## config.mk

```make
export PLATFORM = sky130hd
export DESIGN_NAME = eq_qpsk_demapper
export DESIGN_NICKNAME = d
export VERILOG_FILES = /design/src/rtl/ofdm_rx_pkg.sv /design/src/rtl/sym_fifo.sv /design/src/rtl/eq_qpsk_demapper.sv
export SDC_FILE = /design/constraint.sdc
export NUM_CORES = 1
export LEC_CHECK = 0
export ABC_AREA = 1
export ABC_CLOCK_PERIOD_IN_PS = 2480
export CAP_MARGIN = 40
export CORE_UTILIZATION = 43
export CTS_CLUSTER_SIZE = 20
export DETAILED_ROUTE_END_ITERATION = 16
export GPL_TIMING_DRIVEN = 0
export PLACE_DENSITY = 0.71
export SLEW_MARGIN = 10
export SYNTH_ARGS = -nofsm -noshare
export SYNTH_HDL_FRONTEND = slang
export SYNTH_SLANG_ARGS = --single-unit
```

## constraint.sdc

```tcl
create_clock -name clk -period 2.48 [get_ports clk]
set_input_delay 0.248 -clock clk [delete_from_list [all_inputs] [get_ports clk]]
set_output_delay 0.248 -clock clk [all_outputs]
set_load 0.01 [all_outputs]
```

## src/rtl/ofdm_rx_pkg.sv

```systemverilog
// Shared constants and FSM state type for the OFDM receive chain back end.
package ofdm_rx_pkg;

  localparam int ACTIVE_SUBCARR  = 28;
  localparam int SYMBOL_NUM      = 8;
  localparam int N_SAMPLES       = ACTIVE_SUBCARR * SYMBOL_NUM;
  localparam int SYMS_PER_BYTE   = 4;
  localparam int BYTES_PER_BURST = N_SAMPLES / SYMS_PER_BYTE;

  typedef enum logic [2:0] {
    IDLE,
    READ,
    DRAIN,
    RELEASE,
    WAIT_CLR
  } rx_state_t;

endpackage

```

## src/rtl/sym_fifo.sv

```systemverilog
// Small show-ahead synchronous FIFO holding demapped QPSK symbols.
module sym_fifo #(
  parameter int WIDTH = 2,
  parameter int DEPTH = 4
) (
  input  logic                       clk,
  input  logic                       rst,
  input  logic                       push,
  input  logic                       pop,
  input  logic [WIDTH-1:0]           din,
  output logic [WIDTH-1:0]           dout,
  output logic [$clog2(DEPTH+1)-1:0] count,
  output logic                       full,
  output logic                       empty
);

  localparam int PW = (DEPTH > 1) ? $clog2(DEPTH) : 1;
  localparam int CW = $clog2(DEPTH + 1);

  logic [WIDTH-1:0] mem [DEPTH];
  logic [PW-1:0]    wr_ptr;
  logic [PW-1:0]    rd_ptr;
  logic             wr;
  logic             rd;

  function automatic logic [PW-1:0] bump(input logic [PW-1:0] p);
    return (p == PW'(DEPTH - 1)) ? '0 : p + 1'b1;
  endfunction

  assign wr    = push && !full;
  assign rd    = pop && !empty;
  assign full  = (count == CW'(DEPTH));
  assign empty = (count == '0);
  assign dout  = mem[rd_ptr];

  always_ff @(posedge clk) begin
    if (wr) mem[wr_ptr] <= din;
  end

  always_ff @(posedge clk) begin
    if (rst) begin
      wr_ptr <= '0;
      rd_ptr <= '0;
      count  <= '0;
    end else begin
      if (wr) wr_ptr <= bump(wr_ptr);
      if (rd) rd_ptr <= bump(rd_ptr);
      case ({wr, rd})
        2'b10:   count <= count + 1'b1;
        2'b01:   count <= count - 1'b1;
        default: count <= count;
      endcase
    end
  end

  // The read credit scheme upstream must make these impossible.
  always_ff @(posedge clk) begin
    if (!rst) begin
      no_overflow:  assert (!(push && full));
      no_underflow: assert (!(pop && empty));
    end
  end

endmodule

```

## src/rtl/eq_qpsk_demapper.sv

```systemverilog
// Sweeps a full equalizer burst, hard-demaps each sample to QPSK bits and
// streams them out four subcarriers per byte, then releases the equalizer.
module eq_qpsk_demapper
  import ofdm_rx_pkg::*;
#(
  parameter int DATA_W     = 8,
  parameter int RD_LATENCY = 3,
  parameter int FIFO_DEPTH = 4
) (
  input  logic                clk,
  input  logic                rst,
  input  logic                eq_buff_full,
  input  logic [2*DATA_W-1:0] eq_dout,
  output logic [7:0]          eq_read_ptr,
  output logic                eq_release,
  output logic [7:0]          byte_out,
  output logic                byte_valid,
  input  logic                byte_ready,
  output logic                byte_last,
  output logic                busy
);

  localparam int         CNT_W     = $clog2(FIFO_DEPTH + 1);
  localparam int         IF_W      = $clog2(RD_LATENCY + 1);
  localparam logic [7:0] LAST_ADDR = 8'(N_SAMPLES - 1);
  localparam logic [5:0] LAST_BYTE = 6'(BYTES_PER_BURST - 1);

  rx_state_t             state;
  logic [7:0]            rd_cnt;
  logic [RD_LATENCY-1:0] rd_vld_p;
  logic [IF_W-1:0]       in_flight;
  logic [7:0]            credit_used;
  logic                  issue;
  logic                  start;
  logic                  drained;

  logic                  fifo_push;
  logic                  fifo_pop;
  logic [1:0]            sym_p0;
  logic [1:0]            fifo_dout;
  logic [CNT_W-1:0]      fifo_count;
  logic                  fifo_full;
  logic                  fifo_empty;

  logic [7:0]            pk_data;
  logic [2:0]            pk_cnt;
  logic [5:0]            byte_cnt;
  logic                  load;

  // Sign-bit hard decision; zero lands on the positive side.
  function automatic logic [1:0] demap(input logic [2*DATA_W-1:0] s);
    logic signed [DATA_W-1:0] im;
    logic signed [DATA_W-1:0] re;
    im = s[2*DATA_W-1:DATA_W];
    re = s[DATA_W-1:0];
    return {im < 0, re < 0};
  endfunction

  always_comb begin
    in_flight = '0;
    for (int i = 0; i < RD_LATENCY; i++) in_flight = in_flight + IF_W'(rd_vld_p[i]);
    credit_used = 8'(fifo_count) + 8'(in_flight);
  end

  // A read is only issued when a FIFO slot is reserved for its data.
  assign issue   = (state == READ) && (credit_used < 8'(FIFO_DEPTH)) && !fifo_full;
  assign start   = (state == IDLE) && eq_buff_full;
  assign drained = (in_flight == '0) && fifo_empty && (pk_cnt == 3'd0) && !byte_valid;

  always_ff @(posedge clk) begin
    if (rst) begin
      state       <= IDLE;
      rd_cnt      <= '0;
      eq_read_ptr <= '0;
      eq_release  <= 1'b0;
      busy        <= 1'b0;
    end else begin
      eq_release <= 1'b0;
      case (state)
        IDLE: begin
          if (eq_buff_full) begin
            state  <= READ;
            rd_cnt <= '0;
            busy   <= 1'b1;
          end
        end
        READ: begin
          if (issue) begin
            eq_read_ptr <= rd_cnt;
            rd_cnt      <= rd_cnt + 8'd1;
            if (rd_cnt == LAST_ADDR) state <= DRAIN;
          end
        end
        DRAIN: begin
          if (drained) begin
            state      <= RELEASE;
            eq_release <= 1'b1;
          end
        end
        RELEASE: state <= WAIT_CLR;
        WAIT_CLR: begin
          if (!eq_buff_full) begin
            state <= IDLE;
            busy  <= 1'b0;
          end
        end
        default: state <= IDLE;
      endcase
    end
  end

  // p0: read-tag pipe matching the equalizer buffer latency
  always_ff @(posedge clk) begin
    if (rst) begin
      rd_vld_p <= '0;
    end else begin
      rd_vld_p[0] <= issue;
      for (int i = 1; i < RD_LATENCY; i++) rd_vld_p[i] <= rd_vld_p[i-1];
    end
  end

  assign fifo_push = rd_vld_p[RD_LATENCY-1];
  assign sym_p0    = demap(eq_dout);

  sym_fifo #(
    .WIDTH (2),
    .DEPTH (FIFO_DEPTH)
  ) u_fifo (
    .clk   (clk),
    .rst   (rst),
    .push  (fifo_push),
    .pop   (fifo_pop),
    .din   (sym_p0),
    .dout  (fifo_dout),
    .count (fifo_count),
    .full  (fifo_full),
    .empty (fifo_empty)
  );

  // p1: packer collects four symbols; p2: output register with handshake
  assign load     = (pk_cnt == 3'd4) && (!byte_valid || byte_ready);
  assign fifo_pop = !fifo_empty && ((pk_cnt != 3'd4) || load);

  always_ff @(posedge clk) begin
    if (rst) begin
      pk_data    <= '0;
      pk_cnt     <= '0;
      byte_out   <= '0;
      byte_valid <= 1'b0;
      byte_last  <= 1'b0;
      byte_cnt   <= '0;
    end else begin
      if (load) begin
        byte_out   <= pk_data;
        byte_valid <= 1'b1;
        byte_last  <= (byte_cnt == LAST_BYTE);
        byte_cnt   <= byte_cnt + 6'd1;
      end else if (byte_valid && byte_ready) begin
        byte_valid <= 1'b0;
        byte_last  <= 1'b0;
      end
      if (start) byte_cnt <= '0;

      if (load) begin
        pk_cnt  <= fifo_pop ? 3'd1 : 3'd0;
        pk_data <= fifo_pop ? {6'b0, fifo_dout} : 8'h00;
      end else if (fifo_pop) begin
        pk_data[{pk_cnt[1:0], 1'b0} +: 2] <= fifo_dout;
        pk_cnt <= pk_cnt + 3'd1;
      end
    end
  end

endmodule

```

======== After elaboration in Yosys (flattened, before gate mapping) ========
Memories as Yosys holds them, arrays and structs flattened. A register that Yosys moved wholly into a read port is not among the register bits.
Cells that the tools add are included.
storage, ports and cells
  flip-flop bits (word level) ............. 58
  memory bits (writable) .................. 8
  input bits .............................. 20
  output and inout port bits .............. 20
  word-level logic and storage cells ...... 112
  memories ................................ 1
memories
  memory      depth  width  rd ports  clocked after memory_dff  wr ports  RTL line        source
  u_fifo.mem  4      2      1         1                         1         sym_fifo.sv:20  logic [WIDTH-1:0] mem [DEPTH];
cells by class
  add/subtract/negate cells ............... 11
  order comparisons ....................... 3
  equal/unequal tests ..................... 18
  shift operators ......................... 2
  mux-type cells .......................... 30
  bitwise logic cells ..................... 1
  reduce and logical (&&, ||, !) cells .... 31
operators with widths
  kind                     count
  $mux W8                  4
  $mux W3                  7
  $lt A8 B1 Y1 const B     2
  $pmux W8 S2              1
  $pmux W3 S5              1
  $logic_and A1 B1 Y1      11
  $mux W2                  5
  $reduce_bool A2 Y1       5
  $eq A3 B3 Y1 const B     3
  $logic_not A3 Y1         3
  $mux W1                  9
  $add A8 B1 Y8 const B    1
  $bwmux W8                1
  $eq A8 B8 Y1 const B     1
  $ne A2 B2 Y1 const B     4
  $shift A2 B5 Y8 const A  1
  $shiftx A2 B5 Y8         1
  $add A3 B1 Y3 const B    2
  $add A6 B1 Y6 const B    1
  $eq A2 B2 Y1 const B     3
  $eq A3 B2 Y1 const B     2
  $eq A6 B6 Y1 const B     1
  $pmux W3 S2              1
  $reduce_and A3 Y1        2
  19 further kinds         24

======== Depth between registers and ports, before layout ========
Gate-level depths: netlist (run 1).
  depth after elaboration ................. 8
  depth in mapped cells ................... 12
  depth with buffers taken out ............ 12

======== Hierarchy ========
From an unflattened synthesis (run 1), not the netlist that was laid out.
second synthesis, totals
  cell total of the unflattened synthesis .. 415
  area total of the unflattened synthesis .. 3,283.1 um2
modules (own cells, without submodules)
  module            instances  cells an instance  area each (um2)
  eq_qpsk_demapper  1          323                2,467.4
  sym_fifo          1          92                 815.8

======== Worst setup path before layout (run 1) ========
No wires, ideal clock.
  kind .................................... register to register
  start point ............................. register pk_cnt[0]
  end point ............................... register u_fifo.count[2]
  library setup time ...................... 0.122 ns
  data arrival time ....................... 2.172 ns
  path slack .............................. 0.186 ns
  stages on the path, launching flop included .. 13
  path buffers ............................ 0
  period minus slack after synthesis ...... 2.294 ns
  path through ............................ dfxtp_1 -> inv_1 -> ha_1 -> nand2_2 -> o21ai_0 -> inv_1 -> ha_1 -> inv_1 -> fa_1 -> a21oi_1 -> o21ai_0 -> o21ai_0 -> a21oi_1
on the way
  longest elaborated chain between the ends .. 7
ends and longest elaborated chain
  item                                               RTL line                 source
  from (decl)                                        eq_qpsk_demapper.sv:46   logic [2:0] pk_cnt;
  from (signal assigned)                             eq_qpsk_demapper.sv:165  pk_cnt <= fifo_pop ? 3'd1 : 3'd0;
  from (signal assigned)                             eq_qpsk_demapper.sv:169  pk_cnt <= pk_cnt + 3'd1;
  $eq A3 B3 Y1                                       eq_qpsk_demapper.sv:141  assign load = (pk_cnt == 3'd4) && (!byte_valid || byte_ready);
  $logic_and A1 B1 Y1                                eq_qpsk_demapper.sv:141
  $logic_or A1 B1 Y1 *                               eq_qpsk_demapper.sv:142  assign fifo_pop = !fifo_empty && ((pk_cnt != 3'd4) || load);
  $logic_and A1 B1 Y1 *                              eq_qpsk_demapper.sv:142
  $logic_and A1 B1 Y1 *                              sym_fifo.sv:31           assign rd = pop && !empty;
  via u_fifo.rd                                      sym_fifo.sv:24           logic rd;
  $eq A2 B1 Y1 or $eq A2 B2 Y1 (tied branches)       sym_fifo.sv:48           case ({wr, rd})
  $pmux W3 S2 or $reduce_bool A2 Y1 (tied branches)  --
  to (signal assigned)                               sym_fifo.sv:49           2'b10: count <= count + 1'b1;
  to (signal assigned)                               sym_fifo.sv:50           2'b01: count <= count - 1'b1;
  to (signal assigned)                               sym_fifo.sv:51           default: count <= count;
  to (decl)                                          sym_fifo.sv:12           output logic [$clog2(DEPTH+1)-1:0] count,
Mark *: on every way through the listed nets, which the timed path passes. The rest lies on a longest branch.
A chain may end at the register's enable or synchronous reset.

======== Worst setup path in the final report (run 1) ========
Same ends and word-level chain as after synthesis.

==> out/metrics.cfg, run 1 <==
[final_layout]
multi_input_area_mm2 = 0.00146
nets = 469
area_growth_pct = 20.2
postLayoutCoreUtil_pct = 54.5
fillerInstances = 669
n_antenna_cell = 0
drive_gt1_share_pct = 12.6
area.sequential_mm2 = 0.00145

[worst_setup_path]
crit_path_max_incr_delay_ns = 0.39
slowest_stage = dfxtp_4
cpLargestDelayFamily = adder cells
ff2ff_setup_slack_ns = 0.20
crit_fanout = 7
worstReg2RegStart = pk_cnt[0]
setup.worst_path.start_class = flip-flop
cp_num_buf_inv = 3
path_class = reg -> reg
r2r_cells = 12
crit_path_end_kind = flip-flop
r2r-end = u_fifo.count[2]
crit_arrival_ns = 2.51
path_cells = clkinvlp_4 > ha_4 > nand2_4 > o21ai_0 > inv_1 > ha_1 > inv_1 > fa_1 > a21oi_1 > o21ai_1 > o21ai_1 > a21oi_1
required_ns = 2.70

[cts]
clockBufferDepth = 2
cts_root_buf = clkbuf_8
htreeDepth = 3
cts_made_buffers = 9
clock_latency_ns = 0.34
cts_tree = done
clock-sinks = 68
cts.clk_slew.worst_paths_ns = 0.07

[worst_hold_path]
hp-class = in -> reg
min-delay-start = rst
hold_depth = 2
whs_endpoint = pk_cnt[0]

[die]
die_x_um = 87.4
io_pins = 40
start_util_pct = 45.4
num_rows = 30
fp.coreArea_mm2 = 0.00691
fp.dieH_um = 87.4
design.die.area_mm2 = 0.00763

[synth]
synth_seq_area_share_pct = 46.0
yosysWarnings = 0
async_reset_ff_share_pct = 0
synth_edf_count = 8
netlist_area_mm2 = 0.00313
yosysUniqueCellTypes = 38
synthesis.instances = 389
syn-num-nets = 426
synth_ff_type = dfxtp_1
avgSynthCellArea_um2 = 8.06
synth_seq_cells = 68

[sta]
period_needed_ns = 2.28
slew_viol_final = 0
period_share_pct = 92.1
maxSlewHeadroom_pct = 64.1
setup_viol = 0
finalHoldViolCount = 0
hold_ws_ns = 0.224
finClkSkew_ns = 0.0110
fmax_mhz = 438
worstMarginPinSlew_ns = 0.538

[drt]
route.detailed.drc = 0
routed_wl_um = 6070
avgRoutedWirePerCell_um = 11.4
drt_iter0_drc = 126
via_per_inst = 4.85
ant_nets = 0
first_pass_iters = 4
vias = 2575

[global_routing]
grt_use_total_pct = 17.9
grt_pass1_vias = 2321
grt_max_degree = 11
antenna_found_initial = 0
overflow = 0
grt_first_pass_wirelength_um = 10400

[power]
power_density_mw_per_mm2 = 1020
ir_drop_mv = 0.497
leakagePower_uw = 0.00152

[placed_design]
gp_congestion = 0.831
dp_hpwl_um = 4340
port_buffers = 24

[outcome]
outcome = finished clean

[job]
cap_violations = 0

cells by family (layout without fill, tap and decap cells):
kind of cell | after synthesis | count (layout) | share of synthesized area [%]
adder cells (fa/ha/maj) | 17 | 17 | 7.27
XOR/XNOR | 1 | 1 | 0.279
AO/OA/AOI/OAI | 75 | 75 | 12.8
AND/OR/NAND/NOR | 170 | 170 | 25.6
flip-flops | 68 | 68 | 46.0
buffers and inverters | 58 | 104 | 8.06
power breakdown:
group	total (µW)	internal (µW)	switching (µW)	leakage [µW]
logic	1540	645	891	0.000860
registers	1470	1320	154	0.000561
clock network	848	466	382	0.0000965
total	3860	2430	1430	0.00152
what timing repair did:
action / CTS / global route
gates resized for setup: 2 / 7
gates cloned: 0 / 0
hold buffers: 0 / 0
buffers inserted: 0 / 8
setup endpoints to repair: 1 / 2
layout make-up:
type	count	share of cell area, %
plain buffers	8	1.73
clock buffers	13	4.78
clock inverters	1	0.133
inverters	50	5.08
multi-input cells	263	38.7
flip-flops and latches	68	38.4
well taps	96	3.19
repair buffers	32	7.97
per-layer routing:
metal / share of wire (%) / wire (µm) / up-vias / GRT usage, %
li1: - / - / 1356 / -
met1: 46 / 2790 / 1167 / 22.3
met2: 48 / 2910 / 45 / 29.3
met3: 5.1 / 308 / 7 / 6.07
met4: 1.2 / 74 / 0 / 4.92
met5: 0 / 0 / - / 0
synth_stat cells (3+ instances only):
cell type	instances	share of area [%]
a21oi_1	34	5.4
buf_6	3	1.1
dfxtp_1	60	38
edfxtp_1	8	7.7
ha_1	15	6.0
inv_1	45	5.4
inv_2	4	0.48
nand2_1	61	7.3
nand2_2	4	0.80
nand3_1	23	3.7
nand3_2	4	1.3
nor2_1	54	6.5
nor2_2	3	0.60
nor3_1	7	1.1
o21ai_0	32	5.1
o21ai_2	3	0.84
cells in the final DEF (no fill, tap or decap), types with 4 or more instances in the layout:
cell | Yosys | routed
nand3_2 | 4 | 4
clkdlybuf4s50_1 | 0 | 24
dfxtp_1 | 60 | 58
a21oi_1 | 34 | 34
nand2_1 | 61 | 61
inv_1 | 45 | 44
edfxtp_1 | 8 | 8
clkbuf_8 | 0 | 11
inv_2 | 4 | 4
buf_4 | 0 | 8
nor3_1 | 7 | 7
ha_1 | 15 | 14
o21ai_0 | 32 | 30
nand3_1 | 23 | 23
nor2_1 | 54 | 54
registers in the layout (all words and copies together) (netlist names), named ones only:
| register | flops |
|---|---|
| byte_valid | 1 |
| state | 3 |
| byte_out | 8 |
| busy | 1 |
| pk_data | 8 |
| u_fifo.wr_ptr | 2 |
| pk_cnt | 3 |
| eq_read_ptr | 8 |
| rd_cnt | 8 |
| rd_vld_p | 3 |
| u_fifo.count | 3 |
| eq_release | 1 |
| byte_last | 1 |
| u_fifo.rd_ptr | 2 |
| u_fifo.mem | 8 |
| byte_cnt | 6 |
stage by stage:
step	instance area [µm²]	setup slack (ns)	total power (µW)	cells	TNS, ns
floorplan	3130	0.186	2460	389	0
global placement	3490	-0.130	2820	509	-0.130
detailed placement	3490	-0.145	2850	509	-0.145
CTS	3680	0.0190	3710	523	0
global route	3770	-0.0140	4170	531	-0.0140
finish	3770	0.197	3860	531	0
how the worst max path moves through the flow:
stage                     startpoint              end  slack, ns  cells after the start
after floorplan            pk_cnt[0]  u_fifo.count[2]       0.19                     12
after global placement     pk_cnt[0]  u_fifo.count[2]      -0.13                     12
after detailed placement   pk_cnt[0]  u_fifo.count[2]      -0.14                     12
after CTS                  pk_cnt[0]  u_fifo.count[2]       0.02                     12
after global routing       pk_cnt[0]  u_fifo.count[2]      -0.01                     12
final                      pk_cnt[0]  u_fifo.count[2]       0.20                     12
worst register-to-register path, stage by stage, from the launching register on:
cell	delay, ns
dfxtp_4	0.39
clkinvlp_4	0.14
ha_4	0.21
nand2_4	0.11
o21ai_0	0.13
inv_1	0.16
ha_1	0.16
inv_1	0.06
fa_1	0.38
a21oi_1	0.15
o21ai_1	0.09
o21ai_1	0.13
a21oi_1	0.05
(Power assumes the default switching activity.)
==> inputs of run 2 (changes only) <==
--- a/config.mk
+++ b/config.mk
@@ -13,6 +13,7 @@
 export DETAILED_ROUTE_END_ITERATION = 16
 export GPL_TIMING_DRIVEN = 0
 export PLACE_DENSITY = 0.71
+export RECOVER_POWER = 100
 export SLEW_MARGIN = 10
 export SYNTH_ARGS = -nofsm -noshare
 export SYNTH_HDL_FRONTEND = slang
==> out/metrics.cfg, run 2 (synthesis gave the netlist of run 1 again) <==
[global_routing]
gr-max-usage-layer = met2
grt_use_total_pct = 17.9  ; unchanged
grt_use_met3_pct = 6.07  ; unchanged
use_met1_pct = 22.3  ; unchanged
grt_use_met2_pct = 29.3  ; unchanged
grt_pass1_vias = 2321  ; unchanged
grt_max_degree = 11  ; unchanged
overflow = 0  ; unchanged
grt_first_pass_wirelength_um = 10400  ; unchanged
antenna_found_initial = 0  ; unchanged

[placed_design]
gp_congestion = 0.831  ; unchanged
place_area_mm2 = 0.00349  ; unchanged
dp_hpwl_um = 4340  ; unchanged
port_buffers = 24  ; unchanged
dpl_worst_slack_ns = -0.145  ; unchanged

[final_layout]
final_cell_mix = 62 x nand2_1, 58 x dfxtp_1, 56 x nor2_1
nets = 469  ; unchanged
final_area_mm2 = 0.00370  ; -1.7%
area_growth_pct = 18.1
drive_gt1_share_pct = 9.89  ; -2.8 points
n_antenna_cell = 0  ; unchanged
mostFrequentLayoutCell = nand2_1

[die]
num_rows = 30  ; unchanged
fp.coreArea_mm2 = 0.00691  ; unchanged
design.die.area_mm2 = 0.00763  ; unchanged
fp.dieH_um = 87.4  ; unchanged
die_x_um = 87.4  ; unchanged
start_util_pct = 45.4  ; unchanged
io_pins = 40  ; unchanged

[cts]
cts_tree = done
htreeDepth = 3  ; unchanged
clock-sinks = 68  ; unchanged
clock_latency_ns = 0.34  ; about the same
clockBufferDepth = 2  ; unchanged
cts_root_buf = clkbuf_8
cts.clk_slew.worst_paths_ns = 0.07  ; about the same
cts_made_buffers = 9  ; unchanged

[sta]
finalHoldViolCount = 0  ; unchanged
hold_ws_ns = 0.367  ; +0.143 ns
finClkSkew_ns = 0.0110  ; -0.0000158 ns
slew_viol_final = 0  ; unchanged
setup-tns-final_ns = 0  ; unchanged
period_needed_ns = 2.28  ; -0.00532 ns
setup_viol = 0  ; unchanged
worstMarginPinSlew_ns = 0.546  ; +0.00736 ns
period_share_pct = 91.9  ; -0.21 points
fin_ws_ns = 0.202  ; +0.00532 ns
fmax_mhz = 439  ; +0.23%
maxSlewHeadroom_pct = 63.6  ; -0.49 points

[drt]
via_per_inst = 4.87  ; +0.39%
routed_wl_um = 6090  ; +0.23%
avgRoutedWirePerCell_um = 11.5  ; +0.23%
vias = 2585  ; +0.39%
ant_nets = 0  ; unchanged
first_pass_iters = 4  ; unchanged
drt_iter0_drc = 121  ; -4.0%
route.detailed.drc = 0  ; unchanged

[worst_setup_path]
crit_path_end_kind = flip-flop
crit_fanout = 7  ; unchanged
setup.worst_path.start_class = flip-flop
crit_arrival_ns = 2.50  ; about the same
startpoint = pk_cnt[0]
worstReg2RegStart = pk_cnt[0]
path_class = reg -> reg
required_ns = 2.70  ; about the same

[job]
cap_violations = 0  ; unchanged

[worst_hold_path]
min-delay-start = rst
hp-class = in -> reg

[power]
p_total_uw = 3770  ; -2.2%
leakagePower_uw = 0.00155  ; +1.8%
ir_drop_mv = 0.464  ; -6.5%
power_density_mw_per_mm2 = 1020  ; -0.50%

[outcome]
outcome = finished clean

run 2: report_power, final:
group | switching [µW] | internal [µW]
Sequential | 148 | 1320
Clock | 381 | 466
Combinational | 863 | 595
run 2: area by class of cell:
| class | instances | area (µm²) |
|---|---|---|
| Clock buffer | 13 | 180 |
| Buffer | 8 | 45.0 |
| Inverter | 50 | 191 |
| Tap cell | 96 | 120 |
| Fill cell | 681 | 3200 |
| Timing Repair Buffer | 32 | 300 |
| Clock inverter | 1 | 5.00 |
| Sequential cell | 68 | 1450 |
| Multi-Input combinational cell | 263 | 1410 |
run 2: path summary, 6_finish.rpt:
path	endpoint	slack (ns)	cells after the start
setup reg to reg	u_fifo.count[2]	0.20	12
hold reg to reg	busy	0.46	2
setup / recovery	u_fifo.count[2]	0.20	12
hold / removal	pk_cnt[0]	0.37	2
run 2: per-layer routing:
metal / vias to the layer above / share of wire [%]
met5: - / 0
met4: 0 / 1.2
met3: 7 / 6.3
met2: 55 / 48
met1: 1161 / 45
li1: 1362 / -
run 2: timing repair:
item / CTS / global route
hold buffers: 0 / 0
endpoints found under the setup margin: 1 / 2
endpoints found under the hold margin: 0 / 0
gates resized for setup: 2 / 7
buffers inserted: 0 / 8
run 2: worst max-delay path, stage by stage, from the launching register on:
cell and delay, ns:
dfxtp_4 0.40, clkinvlp_4 0.14, ha_4 0.21, nand2_4 0.10
o21ai_0 0.12, inv_1 0.16, ha_1 0.16, inv_1 0.06
fa_1 0.38, a21oi_1 0.15, o21ai_1 0.09, o21ai_1 0.13
a21oi_1 0.05
run 2: per-stage QoR:
stage | std cells | utilization, %
floorplan | 389 | -
global route | 531 | 53.6
global placement | 509 | 50.6
CTS | 523 | 53.3
finish | 531 | 53.6
detailed placement | 509 | 50.6
